--- src/rtl/solar_tracker_ctrl_pkg.sv ---
// ============================================================================
// solar_tracker_ctrl_pkg : shared state encodings and default parameters
// Rev 1.0 - initial release
// ============================================================================
`default_nettype none

package solar_tracker_ctrl_pkg;

  localparam int C_N_AXES      = 2;
  localparam int C_DEB_CYCLES  = 8;
  localparam int C_DEAD_CYCLES = 4;
  localparam int C_TMO_CYCLES  = 1024;

  typedef enum logic [1:0] {
    ST_STOP = 2'd0,
    ST_CW   = 2'd1,
    ST_CCW  = 2'd2,
    ST_DEAD = 2'd3
  } axis_state_t;

endpackage

`default_nettype wire

--- src/rtl/solar_tracker_ctrl_if.sv ---
// ============================================================================
// solar_tracker_ctrl_if : sensor/limit inputs and H-bridge drive outputs
// Rev 1.0 - initial release
// ============================================================================
`default_nettype none

interface solar_tracker_ctrl_if #(
  parameter int N_AXES = 2
);
  logic              en;
  logic [N_AXES-1:0] ld;
  logic [N_AXES-1:0] u;
  logic [N_AXES-1:0] lim_cw;
  logic [N_AXES-1:0] lim_ccw;
  logic [N_AXES-1:0] cw;
  logic [N_AXES-1:0] ccw;
  logic [N_AXES-1:0] busy;
  logic [N_AXES-1:0] fault;

  // master: sensor/switch side driving the controller
  modport master (
    output en, ld, u, lim_cw, lim_ccw,
    input  cw, ccw, busy, fault
  );

  // slave: the controller itself
  modport slave (
    input  en, ld, u, lim_cw, lim_ccw,
    output cw, ccw, busy, fault
  );
endinterface

`default_nettype wire

--- src/rtl/solar_tracker_ctrl_limit_debounce.sv ---
// ============================================================================
// limit_debounce : 2-flop synchroniser plus stability counter, resets to 1
// Rev 1.0 - initial release
// ============================================================================
`default_nettype none

module limit_debounce #(
  parameter int DEB_CYCLES = 8
) (
  input  wire logic clk,
  input  wire logic rst,
  input  wire logic i_raw,
  output logic      o_db
);

  localparam int CNT_W = $clog2(DEB_CYCLES + 1);

  logic             r_s1;
  logic             r_s2;
  logic             r_db;
  logic [CNT_W-1:0] r_cnt;

  // Count consecutive samples that disagree with the accepted value;
  // any agreeing sample restarts the count.
  always_ff @(posedge clk) begin
    if (rst) begin
      r_s1  <= 1'b1;
      r_s2  <= 1'b1;
      r_db  <= 1'b1;
      r_cnt <= '0;
    end else begin
      r_s1 <= i_raw;
      r_s2 <= r_s1;
      if (r_s2 != r_db) begin
        if (r_cnt == CNT_W'(DEB_CYCLES - 1)) begin
          r_db  <= r_s2;
          r_cnt <= '0;
        end else begin
          r_cnt <= r_cnt + 1'b1;
        end
      end else begin
        r_cnt <= '0;
      end
    end
  end

  assign o_db = r_db;

endmodule

`default_nettype wire

--- src/rtl/solar_tracker_ctrl.sv ---
// ============================================================================
// solar_tracker_ctrl : per-axis LDR tracker motor FSM with debounced end-stops
// and enforced dead-time. Optional stall timeout via `STALL_TIMEOUT_EN.
// Rev 1.0 - initial release
// ============================================================================
`default_nettype none

module solar_tracker_ctrl
  import solar_tracker_ctrl_pkg::*;
#(
  parameter int N_AXES      = C_N_AXES,
  parameter int DEB_CYCLES  = C_DEB_CYCLES,
  parameter int DEAD_CYCLES = C_DEAD_CYCLES,
  parameter int TMO_CYCLES  = C_TMO_CYCLES
) (
  input wire logic            clk,
  input wire logic            rst,
  solar_tracker_ctrl_if.slave bus
);

  localparam int DW = $clog2(DEAD_CYCLES + 1);
`ifdef STALL_TIMEOUT_EN
  localparam int RW = $clog2(TMO_CYCLES + 1);
`endif

  logic [N_AXES-1:0] r_ld_s1;
  logic [N_AXES-1:0] r_ld_s2;
  logic [N_AXES-1:0] r_u_s1;
  logic [N_AXES-1:0] r_u_s2;
  logic [N_AXES-1:0] w_req;
  logic [N_AXES-1:0] w_lim_cw_db;
  logic [N_AXES-1:0] w_lim_ccw_db;
  logic [N_AXES-1:0] w_cw;
  logic [N_AXES-1:0] w_ccw;
  logic [N_AXES-1:0] w_busy;
  logic [N_AXES-1:0] w_fault;

  always_ff @(posedge clk) begin
    if (rst) begin
      r_ld_s1 <= '0;
      r_ld_s2 <= '0;
      r_u_s1  <= '0;
      r_u_s2  <= '0;
    end else begin
      r_ld_s1 <= bus.ld;
      r_ld_s2 <= r_ld_s1;
      r_u_s1  <= bus.u;
      r_u_s2  <= r_u_s1;
    end
  end

  assign w_req = r_ld_s2 | r_u_s2;

  for (genvar a = 0; a < N_AXES; a++) begin : g_axis
    axis_state_t   r_state;
    axis_state_t   w_next;
    logic [DW-1:0] r_dead_cnt;
    logic          w_exit_cw;
    logic          w_exit_ccw;
    logic          w_run_done;
    logic          w_blocked;

    limit_debounce #(.DEB_CYCLES(DEB_CYCLES)) u_db_cw (
      .clk   (clk),
      .rst   (rst),
      .i_raw (bus.lim_cw[a]),
      .o_db  (w_lim_cw_db[a])
    );

    limit_debounce #(.DEB_CYCLES(DEB_CYCLES)) u_db_ccw (
      .clk   (clk),
      .rst   (rst),
      .i_raw (bus.lim_ccw[a]),
      .o_db  (w_lim_ccw_db[a])
    );

    assign w_exit_cw  = !bus.en || w_lim_cw_db[a]  || !w_req[a];
    assign w_exit_ccw = !bus.en || w_lim_ccw_db[a] ||  w_req[a];

`ifdef STALL_TIMEOUT_EN
    logic [RW-1:0] r_run_cnt;
    logic          r_fault;

    // Drive has been high TMO_CYCLES cycles when the count hits TMO-1.
    assign w_run_done = (r_run_cnt == RW'(TMO_CYCLES - 1));
    assign w_blocked  = r_fault;

    always_ff @(posedge clk) begin
      if (rst) begin
        r_run_cnt <= '0;
        r_fault   <= 1'b0;
      end else begin
        if (r_state == ST_CW || r_state == ST_CCW) begin
          if (!w_run_done) begin
            r_run_cnt <= r_run_cnt + 1'b1;
          end
        end else begin
          r_run_cnt <= '0;
        end
        if ((r_state == ST_CW  && !w_exit_cw  && w_run_done) ||
            (r_state == ST_CCW && !w_exit_ccw && w_run_done)) begin
          r_fault <= 1'b1;
        end
      end
    end

    assign w_fault[a] = r_fault;
`else
    assign w_run_done = 1'b0;
    assign w_blocked  = 1'b0;
    assign w_fault[a] = 1'b0;
`endif

    always_comb begin
      w_next = r_state;
      case (r_state)
        ST_STOP: begin
          if (bus.en && !w_blocked) begin
            if (w_req[a] && !w_lim_cw_db[a]) begin
              w_next = ST_CW;
            end else if (!w_req[a] && !w_lim_ccw_db[a]) begin
              w_next = ST_CCW;
            end
          end
        end
        ST_CW:   if (w_exit_cw  || w_run_done) w_next = ST_DEAD;
        ST_CCW:  if (w_exit_ccw || w_run_done) w_next = ST_DEAD;
        ST_DEAD: if (r_dead_cnt == DW'(1))     w_next = ST_STOP;
        default: w_next = ST_STOP;
      endcase
    end

    always_ff @(posedge clk) begin
      if (rst) begin
        r_state    <= ST_STOP;
        r_dead_cnt <= '0;
      end else begin
        r_state <= w_next;
        if (w_next == ST_DEAD && r_state != ST_DEAD) begin
          r_dead_cnt <= DW'(DEAD_CYCLES);
        end else if (r_state == ST_DEAD) begin
          r_dead_cnt <= r_dead_cnt - 1'b1;
        end
      end
    end

    assign w_cw[a]   = (r_state == ST_CW);
    assign w_ccw[a]  = (r_state == ST_CCW);
    assign w_busy[a] = (r_state == ST_DEAD);
  end

  assign bus.cw    = w_cw;
  assign bus.ccw   = w_ccw;
  assign bus.busy  = w_busy;
  assign bus.fault = w_fault;

endmodule

`default_nettype wire
--- src/flat_wrapper.sv ---
// flat-port wrapper written by rule: the top's interface ports become plain ports
module solar_tracker_ctrl_flat import solar_tracker_ctrl_pkg::*;
#(
  parameter int N_AXES      = C_N_AXES,
  parameter int DEB_CYCLES  = C_DEB_CYCLES,
  parameter int DEAD_CYCLES = C_DEAD_CYCLES,
  parameter int TMO_CYCLES  = C_TMO_CYCLES
)
  (clk, rst, bus_en, bus_ld, bus_u, bus_lim_cw, bus_lim_ccw, bus_cw, bus_ccw, bus_busy, bus_fault);
  solar_tracker_ctrl_if #(.N_AXES(N_AXES)) bus_i ();
  input wire logic clk;
  input wire logic rst;
  input wire logic [$bits(bus_i.en)-1:0] bus_en;
  input wire logic [$bits(bus_i.ld)-1:0] bus_ld;
  input wire logic [$bits(bus_i.u)-1:0] bus_u;
  input wire logic [$bits(bus_i.lim_cw)-1:0] bus_lim_cw;
  input wire logic [$bits(bus_i.lim_ccw)-1:0] bus_lim_ccw;
  output wire logic [$bits(bus_i.cw)-1:0] bus_cw;
  output wire logic [$bits(bus_i.ccw)-1:0] bus_ccw;
  output wire logic [$bits(bus_i.busy)-1:0] bus_busy;
  output wire logic [$bits(bus_i.fault)-1:0] bus_fault;
  assign bus_i.en = bus_en;
  assign bus_i.ld = bus_ld;
  assign bus_i.u = bus_u;
  assign bus_i.lim_cw = bus_lim_cw;
  assign bus_i.lim_ccw = bus_lim_ccw;
  assign bus_cw = bus_i.cw;
  assign bus_ccw = bus_i.ccw;
  assign bus_busy = bus_i.busy;
  assign bus_fault = bus_i.fault;
  solar_tracker_ctrl #(.N_AXES(N_AXES), .DEB_CYCLES(DEB_CYCLES), .DEAD_CYCLES(DEAD_CYCLES), .TMO_CYCLES(TMO_CYCLES)) u_core (.clk(clk), .rst(rst), .bus(bus_i));
endmodule
--- config.mk ---
export PLATFORM = sky130hd
export DESIGN_NAME = solar_tracker_ctrl_flat
export DESIGN_NICKNAME = d
export VERILOG_FILES = /design/src/rtl/solar_tracker_ctrl_pkg.sv /design/src/rtl/solar_tracker_ctrl_if.sv /design/src/rtl/solar_tracker_ctrl_limit_debounce.sv /design/src/rtl/solar_tracker_ctrl.sv /design/src/flat_wrapper.sv
export SDC_FILE = /design/constraint.sdc
export NUM_CORES = 1
export LEC_CHECK = 0
export CORE_MARGIN = 2
export CORE_UTILIZATION = 45
export DETAILED_ROUTE_END_ITERATION = 10
export GPL_TIMING_DRIVEN = 0
export PLACE_DENSITY = 0.66
export SLEW_MARGIN = 10
export SYNTH_ARGS = -nofsm -noshare
export SYNTH_HDL_FRONTEND = slang
export SYNTH_SLANG_ARGS = --single-unit
--- constraint.sdc ---
create_clock -name clk -period 2.1 [get_ports clk]
set_clock_uncertainty 0.1 [all_clocks]
set_input_delay 0.21 -clock clk [delete_from_list [all_inputs] [get_ports clk]]
set_output_delay 0.21 -clock clk [all_outputs]
set_load 0.005 [all_outputs]
==> results of run 1 <==
## worst max-delay path by stage
stage,from,to,slack (ps),cells after the start
5_1_grt,u_core.g_axis[1].r_state[0]$_SDFF_PP0_,bus_busy[1],60,3
2_1_floorplan,u_core.g_axis[0].u_db_ccw.o_db$_SDFFE_PP1P_,u_core.g_axis[0].r_dead_cnt[2]$_SDFFE_PP0P_,570,4
4_1_cts,u_core.g_axis[0].r_state[1]$_SDFF_PP0_,bus_busy[0],110,4
3_3_place_gp,bus_en,u_core.g_axis[0].r_dead_cnt[2]$_SDFFE_PP0P_,160,5
6_report,u_core.g_axis[1].r_state[0]$_SDFF_PP0_,bus_busy[1],140,3
3_5_place_dp,bus_en,u_core.g_axis[0].r_dead_cnt[1]$_SDFFE_PP0N_,150,5
## synthesized netlist by cell type
| master | instances | area, sq um |
|---|---|---|
| buf_4 | 3 | 22.52 |
| nor2b_1 | 13 | 81.33 |
| or2_2 | 8 | 50.05 |
| a21oi_1 | 5 | 25.02 |
| o21ai_0 | 1 | 5.000 |
| and2b_1 | 1 | 7.510 |
| o31ai_2 | 1 | 12.51 |
| o21a_1 | 3 | 22.52 |
| and3b_1 | 1 | 8.760 |
| a31oi_1 | 1 | 6.260 |
| nand3_1 | 4 | 20.02 |
| nor4b_2 | 1 | 15.01 |
| nand2b_1 | 3 | 18.77 |
| a2111oi_2 | 1 | 15.01 |
| nor3b_1 | 1 | 7.510 |
| xnor2_1 | 9 | 78.83 |
| nor2_1 | 24 | 90.09 |
| nand2_2 | 1 | 6.260 |
| nand3b_1 | 1 | 7.510 |
| inv_1 | 11 | 41.29 |
| and3_1 | 2 | 12.51 |
| a22oi_1 | 1 | 7.510 |
| or4b_4 | 1 | 13.76 |
| and2_1 | 2 | 12.51 |
| nor3_1 | 2 | 10.01 |
| ha_1 | 8 | 100.1 |
| a21o_1 | 1 | 7.510 |
| o31a_2 | 1 | 10.01 |
| a31o_2 | 1 | 8.760 |
| mux2i_1 | 2 | 20.02 |
| o41ai_1 | 1 | 8.760 |
| nand2_1 | 5 | 18.77 |
| conb_1 | 1 | 3.750 |
| clkbuf_2 | 1 | 5.000 |
| o21ba_2 | 1 | 10.01 |
| dfxtp_1 | 46 | 920.9 |
| o22ai_1 | 1 | 6.260 |
| a311oi_1 | 1 | 8.760 |
| xor2_1 | 4 | 35.03 |
| clkbuf_1 | 4 | 15.01 |
| a211o_1 | 3 | 26.28 |
| or3_1 | 4 | 25.02 |
## flip-flops by register name, summed over array words and instances, names as in the netlist, 4 cells and up
signal / count
u_core.g_axis.u_db_cw.r_cnt: 8
u_core.g_axis.u_db_ccw.r_cnt: 8
u_core.g_axis.r_dead_cnt: 6
u_core.g_axis.r_state: 4
## worst max-delay path: stages (launching register included)
cell	delay (ps)
dfxtp_1	450
and2_1	160
clkbuf_1	210
clkdlybuf4s50_1	540
## where the power goes
group	switching (mW)	total (mW)	internal, mW	leakage [nW]
clock network	0.280	0.787	0.507	0.0714
registers	0.0198	0.923	0.903	0.375
logic	0.0575	0.138	0.0803	0.399
## per-stage QoR
step	cells	hold WS [ps]	total power [mW]	util, %	area (sq um)
final	260	311.8	1.848	55.63	2193
after global routing	260	320.3	1.920	55.63	2193
after CTS	261	313.0	1.868	55.73	2197
after detailed placement	253	294.5	1.083	52.11	2054
after global placement	253	292.9	1.075	52.11	2054
after floorplan	187	213.8	1.026	-	1832
## cells by family after synthesis
kind of cell,after synthesis,share of synthesized area [%]
AND/OR/NAND/NOR,74,22.18
flip-flops,46,50.38
AO/OA/AOI/OAI,23,9.857
buffers and inverters,19,4.585
XOR/XNOR,13,6.229
adder cells (fa/ha/maj),8,5.476
multiplexers,2,1.095
other,1,0.2051
## layer usage
| metal | part of all wire (%) | track usage (%) | up-vias |
|---|---|---|---|
| met5 | 0 | 0 | - |
| met4 | 1.6 | 7.398 | 0 |
| met3 | 4.3 | 6.167 | 6 |
| met2 | 50 | 25.12 | 19 |
| met1 | 44 | 16.53 | 585 |
| li1 | - | - | 656 |
## final cells by class
type	instances	area share [%]
inverter	11	1.882
tap	50	2.852
sequential	46	41.99
clock inverter	2	2.738
buffer	7	1.768
clock buffer	6	3.765
timing repair buffer	16	7.302
multi-input combinational	122	37.71
==> results.sh, run 1 <==
export IMPL_cp_start_kind="flip-flop"
export IMPL_die_x_microns=67.74
export IMPL_drv_slew=0
export IMPL_arrival_ps=1650
export IMPL_multi_input_area_sq_um=827.0
export IMPL_setup_ws_ps=135.2
export IMPL_synth_warning_count=0
export IMPL_die_h_microns=67.74
export IMPL_holdBufCountCts=0
export IMPL_clk_pin_slew_worst_paths_ps=80
export IMPL_overflow=0
export IMPL_synth_area_sq_um=1828
export IMPL_final_hold_viol_count=0
export IMPL_final_setup_tns_ps=0
export IMPL_clock_sink_count=46
export IMPL_area_growth_pct=19.99
export IMPL_first_pass_iters=4
export IMPL_num_fill_cells=347
export IMPL_rsz0062_at_grt="no"
export IMPL_worstHoldStart="u_core.g_axis[1].u_db_cw.r_s1$_SDFF_PP1_"
export IMPL_seqCellArea_sq_um=920.9
export IMPL_drc=0
export IMPL_vdd_drop_max_mv=0.6024
export IMPL_hold_depth=1
export IMPL_avgRoutedWirePerCell_microns=11.62
export IMPL_h_tree_depth=2
export IMPL_reg2reg_depth=4
export IMPL_diodes=0
export IMPL_grt_use_total_pct=15.09
export IMPL_setup_viol=0
export IMPL_post_cts_resized=0
export IMPL_critPathRequiredTime_ps=1790
export IMPL_numCtsBuffers=5
export IMPL_cts_buffer_depth=2
export IMPL_min_path_type="flip-flop to flip-flop"
export IMPL_status="complete, no violations"
export IMPL_hpwl_microns=2250
export IMPL_rows=23
export IMPL_crit_fanout=8
export IMPL_dp_slack_ps=146.9
export IMPL_gp_congestion=0.8062
export IMPL_max_freq_mhz=509.0
export IMPL_p_per_area_nw_per_um2=842.6
export IMPL_fin_nets=228
export IMPL_synth_cell_types=42
export IMPL_avgViaCountPerCell=4.869
export IMPL_avgSynthCellArea_sq_um=9.828
export IMPL_ios=19
export IMPL_final_common_cell="dfxtp_1"
export IMPL_worstReg2RegEnd="u_core.g_axis[0].r_dead_cnt[1]$_SDFFE_PP0N_"
export IMPL_final_cell_mix="dfxtp_1 (46), nor2_1 (24), clkdlybuf4s50_1 (16)"
export IMPL_end_kind="output pin"
export IMPL_ys_seq_area_share_pct=50.38
export IMPL_drt_iter0_markers=25
export IMPL_period_needed_ps=1965
export IMPL_fin_crit_sh_pct=93.56
export IMPL_dr_total_vias=1266
export IMPL_cts_tree="yes"
export IMPL_timing_worst_setup_path_type="flip-flop to output pin"
export IMPL_wl_microns=3022
export IMPL_ff2ff_setup_slack_ps=480
export IMPL_ys_seq_elements=46
export IMPL_root_buffer="clkbuf_8"
export IMPL_start_util_pct=46.37
export IMPL_portBuffers=16
export IMPL_grt_pass1_vias=1212
export IMPL_antenna_found_initial=0
export IMPL_dieArea_sq_um=4588
export IMPL_synthCells=186
export IMPL_worstSkewPairLatency_ps=300
export IMPL_drv_cap=0
export IMPL_power_leakage_nw=0.8460
export IMPL_grt_pass1_wl_microns=5037
export IMPL_drive_gt1_share_pct=13.33
export IMPL_ant_nets=0
export IMPL_grt_max_degree=15
export IMPL_post_cts_buffers=0
export IMPL_min_to="u_core.g_axis[1].u_db_cw.r_s2$_SDFF_PP1_"
export IMPL_r2r_start="u_core.g_axis[0].u_db_ccw.o_db$_SDFFE_PP1P_"
export IMPL_core_area_sq_um=3943
Note: power is estimated with default switching activity, not from simulation.
==> run 2, diff against run 1 <==
Settings changed: REMOVE_ABC_BUFFERS from default to 1, TNS_END_PERCENT from default to 5.
==> results.sh, run 2 (synthesized netlist as in run 1, its figures left out) <==
export IMPL_status="complete, no violations"
export IMPL_critPathMaxStageDelay_ps=550
export IMPL_numCtsBuffers=5
export IMPL_grt_use_total_pct=14.34
export IMPL_end_kind="output pin"
export IMPL_reg_largest_list="u_core.g_axis.u_db_ccw.r_cnt x8, u_core.g_axis.u_db_cw.r_cnt x8, u_core.g_axis.r_dead_cnt x6"
export IMPL_die_x_microns=67.74
export IMPL_rows=23
export IMPL_final_cell_mix="dfxtp_1 (46), nor2_1 (24), clkdlybuf4s50_1 (16)"
export IMPL_fin_crit_sh_pct=93.22
export IMPL_multi_input_area_sq_um=827.0
export IMPL_core_area_sq_um=3943
export IMPL_critPathRequiredTime_ps=1790
export IMPL_crit_chain="and2_1 > clkdlybuf4s50_1"
export IMPL_critPathSlowestCell="clkdlybuf4s50_1"
export IMPL_num_fill_cells=322
export IMPL_max_slew_margin_pct=29.48
export IMPL_post_cts_buffers=0
export IMPL_ios=19
export IMPL_setup_viol=0
export IMPL_arrival_ps=1650
export IMPL_start_util_pct=46.37
export IMPL_portBuffers=16
export IMPL_dieArea_sq_um=4588
export IMPL_hpwl_microns=2015
export IMPL_crit_fanout=9
export IMPL_drive_gt1_share_pct=11.82
export IMPL_gp_congestion=0.7328
export IMPL_clock_sink_count=46
export IMPL_post_cts_resized=0
export IMPL_h_tree_depth=2
export IMPL_avgRoutedWirePerCell_microns=10.94
export IMPL_timing_worst_setup_path_type="flip-flop to output pin"
export IMPL_avgViaCountPerCell=4.929
export IMPL_vdd_drop_max_mv=0.6587
export IMPL_cts_buffer_depth=2
export IMPL_cts_tree="yes"
export IMPL_period_needed_ps=1958
export IMPL_fin_nets=221
export IMPL_drc=0
export IMPL_seqCellArea_sq_um=920.9
export IMPL_finish_utilization_pct=53.70
export IMPL_total_power_mw=1.638
export IMPL_area_growth_pct=15.81
export IMPL_grt_pass1_vias=1192
export IMPL_ant_nets=0
export IMPL_dr_total_vias=1247
export IMPL_die_h_microns=67.74
export IMPL_max_freq_mhz=510.8
export IMPL_first_pass_iters=4
export IMPL_grt_pass1_wl_microns=4843
export IMPL_wl_microns=2768
export IMPL_p_per_area_nw_per_um2=773.6
export IMPL_clk_pin_slew_worst_paths_ps=90
export IMPL_diodes=0
export IMPL_root_buffer="clkbuf_8"
export IMPL_cp_start_kind="flip-flop"
export IMPL_drt_iter0_markers=50
export IMPL_min_path_type="flip-flop to flip-flop"
export IMPL_grt_max_degree=34
export IMPL_worstSkewPairLatency_ps=300
export IMPL_final_hold_viol_count=0
export IMPL_final_common_cell="dfxtp_1"
export IMPL_overflow=0
export IMPL_drv_cap=0
export IMPL_holdBufCountCts=0
export IMPL_rsz0062_at_grt="no"
export IMPL_antenna_found_initial=0
export IMPL_worstMarginPinSlew_ps=1054
export IMPL_power_leakage_nw=0.8053
export IMPL_drv_slew=0
## run 2: changes by cell type in the layout (fill, tap and decap cells not counted), sizes merged
cell,delta
clkbuf,-3
clkinv,+1
buf,-3
bufinv,-2
## run 2: area by class of cell
type / count / area share, %
inverter: 11 / 1.950
clock inverter: 1 / 0.4137
timing repair buffer: 16 / 7.565
clock buffer: 7 / 4.551
tap: 50 / 2.955
sequential: 46 / 43.50
multi-input combinational: 122 / 39.07
## run 2: per-layer routing
layer  track usage (%)  share of wire (%)
met5                 0                  0
met4             6.888                2.0
met3             5.000                5.1
met2             24.26                 50
met1             15.96                 43
## run 2: where the power goes
part / internal (mW) / switching [mW]
combinational: 0.0749 / 0.0490
clock: 0.301 / 0.286
sequential: 0.903 / 0.0232
## run 2: worst max-delay path: cells and delay by family, from the launching register on
kind	cells	cell delay (ps)
buffers and inverters	1	550
and+or+nand+nor	1	310
DFF	1	490
## run 2: path summary, 6_finish.rpt
kind	depth (start not counted)	start	endpoint	slack (ps)
max	2	u_core.g_axis[0].r_state[1]$_SDFF_PP0_	bus_busy[0]	140
min	1	u_core.g_axis[1].u_db_ccw.r_s1$_SDFF_PP1_	u_core.g_axis[1].u_db_ccw.r_s2$_SDFF_PP1_	320
max reg2reg	4	u_core.g_axis[0].u_db_ccw.o_db$_SDFFE_PP1P_	u_core.g_axis[0].r_dead_cnt[2]$_SDFFE_PP0P_	510
min reg2reg	1	u_core.g_axis[1].u_db_ccw.r_s1$_SDFF_PP1_	u_core.g_axis[1].u_db_ccw.r_s2$_SDFF_PP1_	320
## run 2: metrics by stage
stage	cells	hold slack (ps)	area (sq um)	TNS [ps]	worst slack (ps)
after detailed placement	245	293.7	2012	-275.4	-52.25
after floorplan	179	178.9	1789	0	570.0
final	253	318.5	2117	0	142.5
after global routing	253	332.5	2117	0	25.08
after CTS	253	319.9	2117	0	139.1
after global placement	245	295.7	2012	0	19.01
